[src/rtl/stage_wb_regfile.sv]
// Writeback stage: result mux, 16-entry register file with two combinational read ports,
// and commit tracking. Optional macro WB_BYPASS_EN forwards the in-flight writeback to matching read ports.
module stage_wb_regfile #(
  parameter int DATA_W = 32,
  parameter int REG_N  = 16
) (
  input  logic              CLK,
  input  logic              RST,
  input  logic              RF_WE_i,
  input  logic              WBSelect_i,
  input  logic [DATA_W-1:0] ReadData_i,
  input  logic [DATA_W-1:0] AluResult_i,
  input  logic [3:0]        A3_i,
  input  logic [3:0]        A1_i,
  input  logic [3:0]        A2_i,
  output logic [DATA_W-1:0] RD1_o,
  output logic [DATA_W-1:0] RD2_o,
  output logic [DATA_W-1:0] WBData_o,
  output logic [3:0]        LastA3_o,
  output logic              LastValid_o,
  output logic [31:0]       WriteCount_o
);

  logic [DATA_W-1:0] regs [REG_N];
  logic [31:0]       write_count;
  logic [3:0]        last_a3;
  logic              last_valid;
  logic              byp1;
  logic              byp2;

  assign WBData_o = WBSelect_i ? ReadData_i : AluResult_i;

  always_ff @(posedge CLK or posedge RST) begin
    if (RST) begin
      for (int i = 0; i < REG_N; i++) regs[i] <= '0;
    end else if (RF_WE_i) begin
      regs[A3_i] <= WBData_o;
    end
  end

  always_ff @(posedge CLK or posedge RST) begin
    if (RST) begin
      write_count <= '0;
      last_a3     <= '0;
      last_valid  <= 1'b0;
    end else begin
      last_valid <= RF_WE_i;
      if (RF_WE_i) begin
        write_count <= write_count + 32'd1;
        last_a3     <= A3_i;
      end
    end
  end

`ifdef WB_BYPASS_EN
  assign byp1 = !RST && RF_WE_i && (A3_i == A1_i);
  assign byp2 = !RST && RF_WE_i && (A3_i == A2_i);
`else
  assign byp1 = 1'b0;
  assign byp2 = 1'b0;
`endif

  // Reset gating keeps reads at zero even while the async clear is settling.
  assign RD1_o = RST ? '0 : (byp1 ? WBData_o : regs[A1_i]);
  assign RD2_o = RST ? '0 : (byp2 ? WBData_o : regs[A2_i]);

  assign LastA3_o     = last_a3;
  assign LastValid_o  = last_valid;
  assign WriteCount_o = write_count;

endmodule
[config.mk]
export PLATFORM = sky130hd
export DESIGN_NAME = stage_wb_regfile
export DESIGN_NICKNAME = d
export VERILOG_FILES = /design/src/rtl/stage_wb_regfile.sv
export SDC_FILE = /design/constraint.sdc
export NUM_CORES = 1
export LEC_CHECK = 0
export CORE_MARGIN = 1.5
export CORE_UTILIZATION = 30
export DETAILED_ROUTE_END_ITERATION = 16
export PLACE_DENSITY_LB_ADDON = 0.1
export SLEW_MARGIN = 5
export SYNTH_ARGS = -nofsm -noshare
export SYNTH_HDL_FRONTEND = slang
export SYNTH_SLANG_ARGS = --single-unit
[constraint.sdc]
create_clock -name CLK -period 24.9 [get_ports CLK]
set_input_delay 4.98 -clock CLK [delete_from_list [all_inputs] [get_ports CLK]]
set_output_delay 4.98 -clock CLK [all_outputs]
set_load 0.1 [all_outputs]
# == Word level (Yosys, flattened, before mapping) ==
# Cells that the tools add are included.
# totals
output_inout_bits,133
wordCells,40
inputBits,80
regBits,549
# op_classes
mux,12
n_lt_le_gt_ge,4
add_sub_neg,1
bitwise,3
reduce_logical,1
# op_table
op,count
bitwise mux 512 bit,1
binary-select mux 32 bit (select 4 bit),2
2-to-1 mux 32 bit,8
demux 32 bit (select 4 bit),1
"adder 32 x 1 -> 32 bit, second input constant",1
"greater-or-equal comparator 5 bit, second input constant",3
inverter 4 -> 5 bit,3
"< comparator 5 x 1 -> 1 bit, second input constant",1
logical AND 1 bit,1

# == Depth between registers and ports, before layout ==
# depth
ltp_word,6
depth_mapped,8
mapped_depth_nobuf,5

# == Worst setup path before layout ==
# OpenSTA, ideal clock, no wires.
# synth_path
path_type,input-to-output
from,input RST
to,output RD1_o[22]
path_stages,6
t_required_ns,19.920
t_arrival_ns,21.445
setup_slack_ns,-1.525
path_cell_list,buf_2 inv_1 nand2_1 clkbuf_1 o22ai_1 a21boi_0
# synth_via
elab_chain_cells,1
# synth_rtl
element,line_no,rtl
"start, declared",8,"input logic RST,"
2-to-1 mux 32 bit,64,assign RD1_o = RST ? '0 : (byp1 ? WBData_o : regs[A1_i]);
"end, declared",16,"output logic [DATA_W-1:0] RD1_o,"
# No other way between the ends.

# == Worst setup path after layout ==
# layout_path
from,input A2_i[1]
to,output RD2_o[23]
# layout_via
elab_chain_cells,5
# layout_rtl
element,line_no,rtl
"start, declared",15,"input logic [3:0] A2_i,"
inverter 4 -> 5 bit (implied by the code),65,assign RD2_o = RST ? '0 : (byp2 ? WBData_o : regs[A2_i]);
binary-select mux 32 bit (select 4 bit),65,
2-to-1 mux 32 bit (implied by the code) (2 in a row),65,
2-to-1 mux 32 bit,65,
"end, declared",17,"output logic [DATA_W-1:0] RD2_o,"
# No other way between the ends. The select of a mux whose other input is x is not followed.

==> results by stage <==
Routing:
- Summing over every cut layer, the via total after detailed routing is 21.31k.
- The detailed-router iteration count before antenna repair is 5.
- The aggregate routed wire length is between 100 and 150 mm.
- After detailed routing, the number of remaining DRC violations is 0.
- After detailed routing, the average wire length per cell comes to 25.03 um.
- The first routing iteration left 1603 violations.
- In the routed layout, each cell is associated on average with a via count of 5.295.
- The number of nets with antenna violations after routing is 0.

CTS:
- Buffers inserted to repair hold after CTS numbered 0.
- TritonCTS built the clock tree.
- Post-CTS repair changed the size of 0 cells.
- The number of setup buffers added after CTS is 0.
- The root buffer cell is clkbuf_16.
- The deepest clock path buffer count is 3.
- Clock-pin slew was measured on the worst setup and hold paths at 0.05 ns.
- The count of H-tree levels built during CTS is 3.
- The number of CTS-inserted buffers is 68.
- The clock latency on the worst-skew pair is 0.60 ns.
- Counting every sink on the clock net gives 549.

Critical path:
- Of all nets on the critical path, the largest fanout is 63.
- The largest individual stage delay along the critical path comes from the cell clkdlybuf4s50_1.
- The endpoint arrival time on the critical path is 9.92 ns.
- The critical path's most frequent cell is buf_4.
- The sort of element at the start of the critical path is an input port.
- The worst setup path is captured at a primary output.
- The setup path with the least slack is of type in -> out.
- For this run, the slowest stage of the critical path takes 1.05 ns.
- At the worst endpoint, the required time is 19.92 ns.
- The signal on the critical path passes through clkbuf_8 > buf_4 > buf_4 > nor2b_2 > a22oi_1 > nand2_1 > o21ai_0 > clkdlybuf4s50_1.
- The worst-case register-to-register setup slack is 22.92 ns.
- The combined buffer and inverter count along the critical path is 4.
- The family of cells with the greatest summed delay on the critical path is buffers and inverters.

GRT:
- The first-pass GRT wire length is around 150 mm.
- The via count of the first global-routing pass came to 21.70k.
- The maximum number of pins on one net before global-route repair is 169.
- The initial antenna violation count is 2.
- The global-route total usage across every layer is 21.16%.
- The leftover overflow at the end of global routing is 0.

Yosys:
- The flip-flop and latch count after synthesis is roughly 550.
- The number of nets handed over by synthesis was 2682.
- The fraction of synthesized cell area taken by the top area cell type is between 40% and 50%.
- The synthesized cell area is 28300 um2.
- The post-synthesis average cell area is 10.88 um2.
- The total number of yosys warnings is 0.
- The dominant synthesized flop cell is dfrtp_1.
- Sequential elements use 48.55% of the synthesized area.
- The netlist uses 50 different library cells.
- The synthesized design contains 0 enable-type register cells.
- The dominant cell type by area after synthesis is dfrtp_1.
- Yosys attributes the largest share of cell area to dfrtp_1, mux4_2, mux2i_1, a21oi_1, nor2_1.
- The number of cells produced by synthesis is 2601.
- For this run, asynchronously set or reset flops after synthesis account for 100.0%.

Timing:
- After layout, the worst path uses between 50% and 60% of the clock period.
- The worst hold margin is 0.4761 ns.
- The worst pin sits at a relative slew slack of 13.91%.
- The final total negative setup slack is 0 ns.
- Timing would allow up to between 60 and 70 MHz.
- Setup repair after global routing left no endpoint under its margin.
- For the pin with the worst max-slew slack, the measured transition is around 1.3 ns.
- The routed design could run at a clock period as short as between 10 and 15 ns.
- Setup violations remaining at the end of the flow were counted as 0.
- The number of hold-slack violations in the final timing report is 0.
- For the final database, setup skew stands at roughly 0.014 ns.
- The max-slew violation count came to 0.

Placed design:
- Detailed placement ended at an HPWL of ~57 mm.
- The count of buffers added on input and output ports is 212.
- At the end of routability-driven placement, the weighted congestion stood at 0.7628.

Floorplan:
- For this configuration, the core starts out at a cell density of approximately 30%.
- The number of rows in the core area is roughly 110.
- The die footprint is a little under 100000 um2.
- Pin placement for this block handled 213 I/O pins.
- In this run the horizontal extent of the chip is 310.1 um.
- The die span in y is roughly 310 um.
- After floorplanning, the core was sized to cover slightly above 90000 um2.

Pwr:
- The switching power share of the total is 33.66%.
- The combinational group share of total power is 27.1%.
- The worst ir drop on vdd is 44.16 uV.
- The part of the total power dissipated in the clock network is 32.8%.
- For this design the ratio of total power to cell area is slightly above 90 nW/um2.
- Summed over all nets, the switching power comes to roughly 1.1 mW.
- In this run, flip-flops and latches consume 40.1% of the power.
- The total leakage power is around 14 nW.
- Internal power comes to 2.072 mW.

Flow run:
- Across the run, the number of max-cap violations was 0.

Cells and area:
- The final antenna diode count is 0.
- The area growth from synthesis to layout is 19.98%.
- The share of the core filled with cells in the final layout is 36.38%.
- The final layout contains 2806 nets.
- The share of post-route cells with drive strength above 1 is 15.60%.

Status:
- The flow ran to the end, and the final reports show no timing, DRC or antenna violations.

Min path:
- The worst hold-check path type is reg -> reg.
-- state kept, by name (all words and copies together), names as in the netlist --
signal and count:
LastValid_o 1, LastA3_o 4, regs 512, WriteCount_o 32
-- cell usage in the layout (no fill, tap or decap), types with 32 or more instances in the layout --
cell | Yosys | final
dfrtp_1 | 549 | 549
o21ai_0 | 198 | 198
mux2i_1 | 187 | 185
nor2_1 | 340 | 331
a21oi_1 | 325 | 325
inv_1 | 36 | 35
o22ai_1 | 40 | 40
clkbuf_16 | 0 | 73
buf_4 | 23 | 78
clkdlybuf4s50_1 | 0 | 205
nand2_1 | 241 | 239
mux4_2 | 206 | 206
a22oi_1 | 32 | 32
-- power by group through the flow --
stage | Combinational, mW | Clock [mW] | Sequential [mW]
floorplan | 0.619 | 0 | 1.26
global placement | 0.840 | 0 | 1.25
detailed placement | 0.853 | 0 | 1.26
CTS | 0.855 | 1.05 | 1.25
global route | 0.918 | 1.09 | 1.28
finish | 0.846 | 1.03 | 1.25
-- path summary, 6_finish.rpt --
check,startpoint,depth (start not counted),endpoint
min,WriteCount_o[31],1,WriteCount_o[31]
max reg2reg,WriteCount_o[0],5,WriteCount_o[24]
min reg2reg,WriteCount_o[31],1,WriteCount_o[31]
max,A2_i[1],8,RD2_o[23]
min in group asynchronous,RST,3,regs[388]
max in group asynchronous,RST,5,regs[316]
-- logic make-up (layout without fill, tap and decap cells) --
logic type / Yosys count / after routing / share of synthesized area (%)
AND/OR/NAND/NOR: 692 / 692 / 10.28
AO/OA/AOI/OAI: 656 / 656 / 12.72
flip-flops: 549 / 549 / 48.55
multiplexers: 399 / 399 / 23.25
buffers and inverters: 273 / 442 / 4.200
XOR/XNOR: 31 / 31 / 0.9595
adder cells (fa/ha/maj): 1 / 1 / 0.04421
-- area by class of cell --
cell class	instances	area, um2
fill	9340	59380
sequential	549	13740
multi-input combinational	1779	13480
timing repair buffer	290	2733
clock buffer	100	2058
tap	1254	1569
clock inverter	15	227.7
inverter	37	142.6
-- metrics by stage --
step | power [mW] | area (um2) | setup slack (ns) | instances
5_1_grt | 3.287 | 33950 | 9.753 | 4024
3_3_place_gp | 2.091 | 31670 | 10.06 | 3909
3_5_place_dp | 2.115 | 31670 | 10.02 | 3909
6_report | 3.124 | 33950 | 10.00 | 4024
4_1_cts | 3.157 | 33950 | 10.03 | 4024
2_1_floorplan | 1.879 | 28300 | 4.102 | 2601
-- per-layer routing --
| metal | track usage (%) | routed length [um] | vias up |
|---|---|---|---|
| met1 | 28.98 | 44960 | 10970 |
| met4 | 5.661 | 2191 | 2 |
| met2 | 34.74 | 48470 | 579 |
| met5 | 0 | 13 | - |
| met3 | 3.406 | 5099 | 130 |
| li1 | - | - | 9626 |
-- synth_stat cells (all sizes together), types with 6 or more instances --
cell type / instances
dfrtp: 549
nor2: 341
a21oi: 325
nand2: 241
mux4: 206
o21ai: 200
mux2i: 187
clkbuf: 157
buf: 79
o22ai: 40
inv: 36
nor2b: 33
a22oi: 32
xnor2: 23
nand3: 21
a211oi: 20
nor3: 12
nand4: 11
a221o: 10
o31ai: 10
xor2: 8
and3: 7
nand2b: 7
mux2: 6
o211ai: 6
Note: power is estimated with default switching activity, not from simulation.
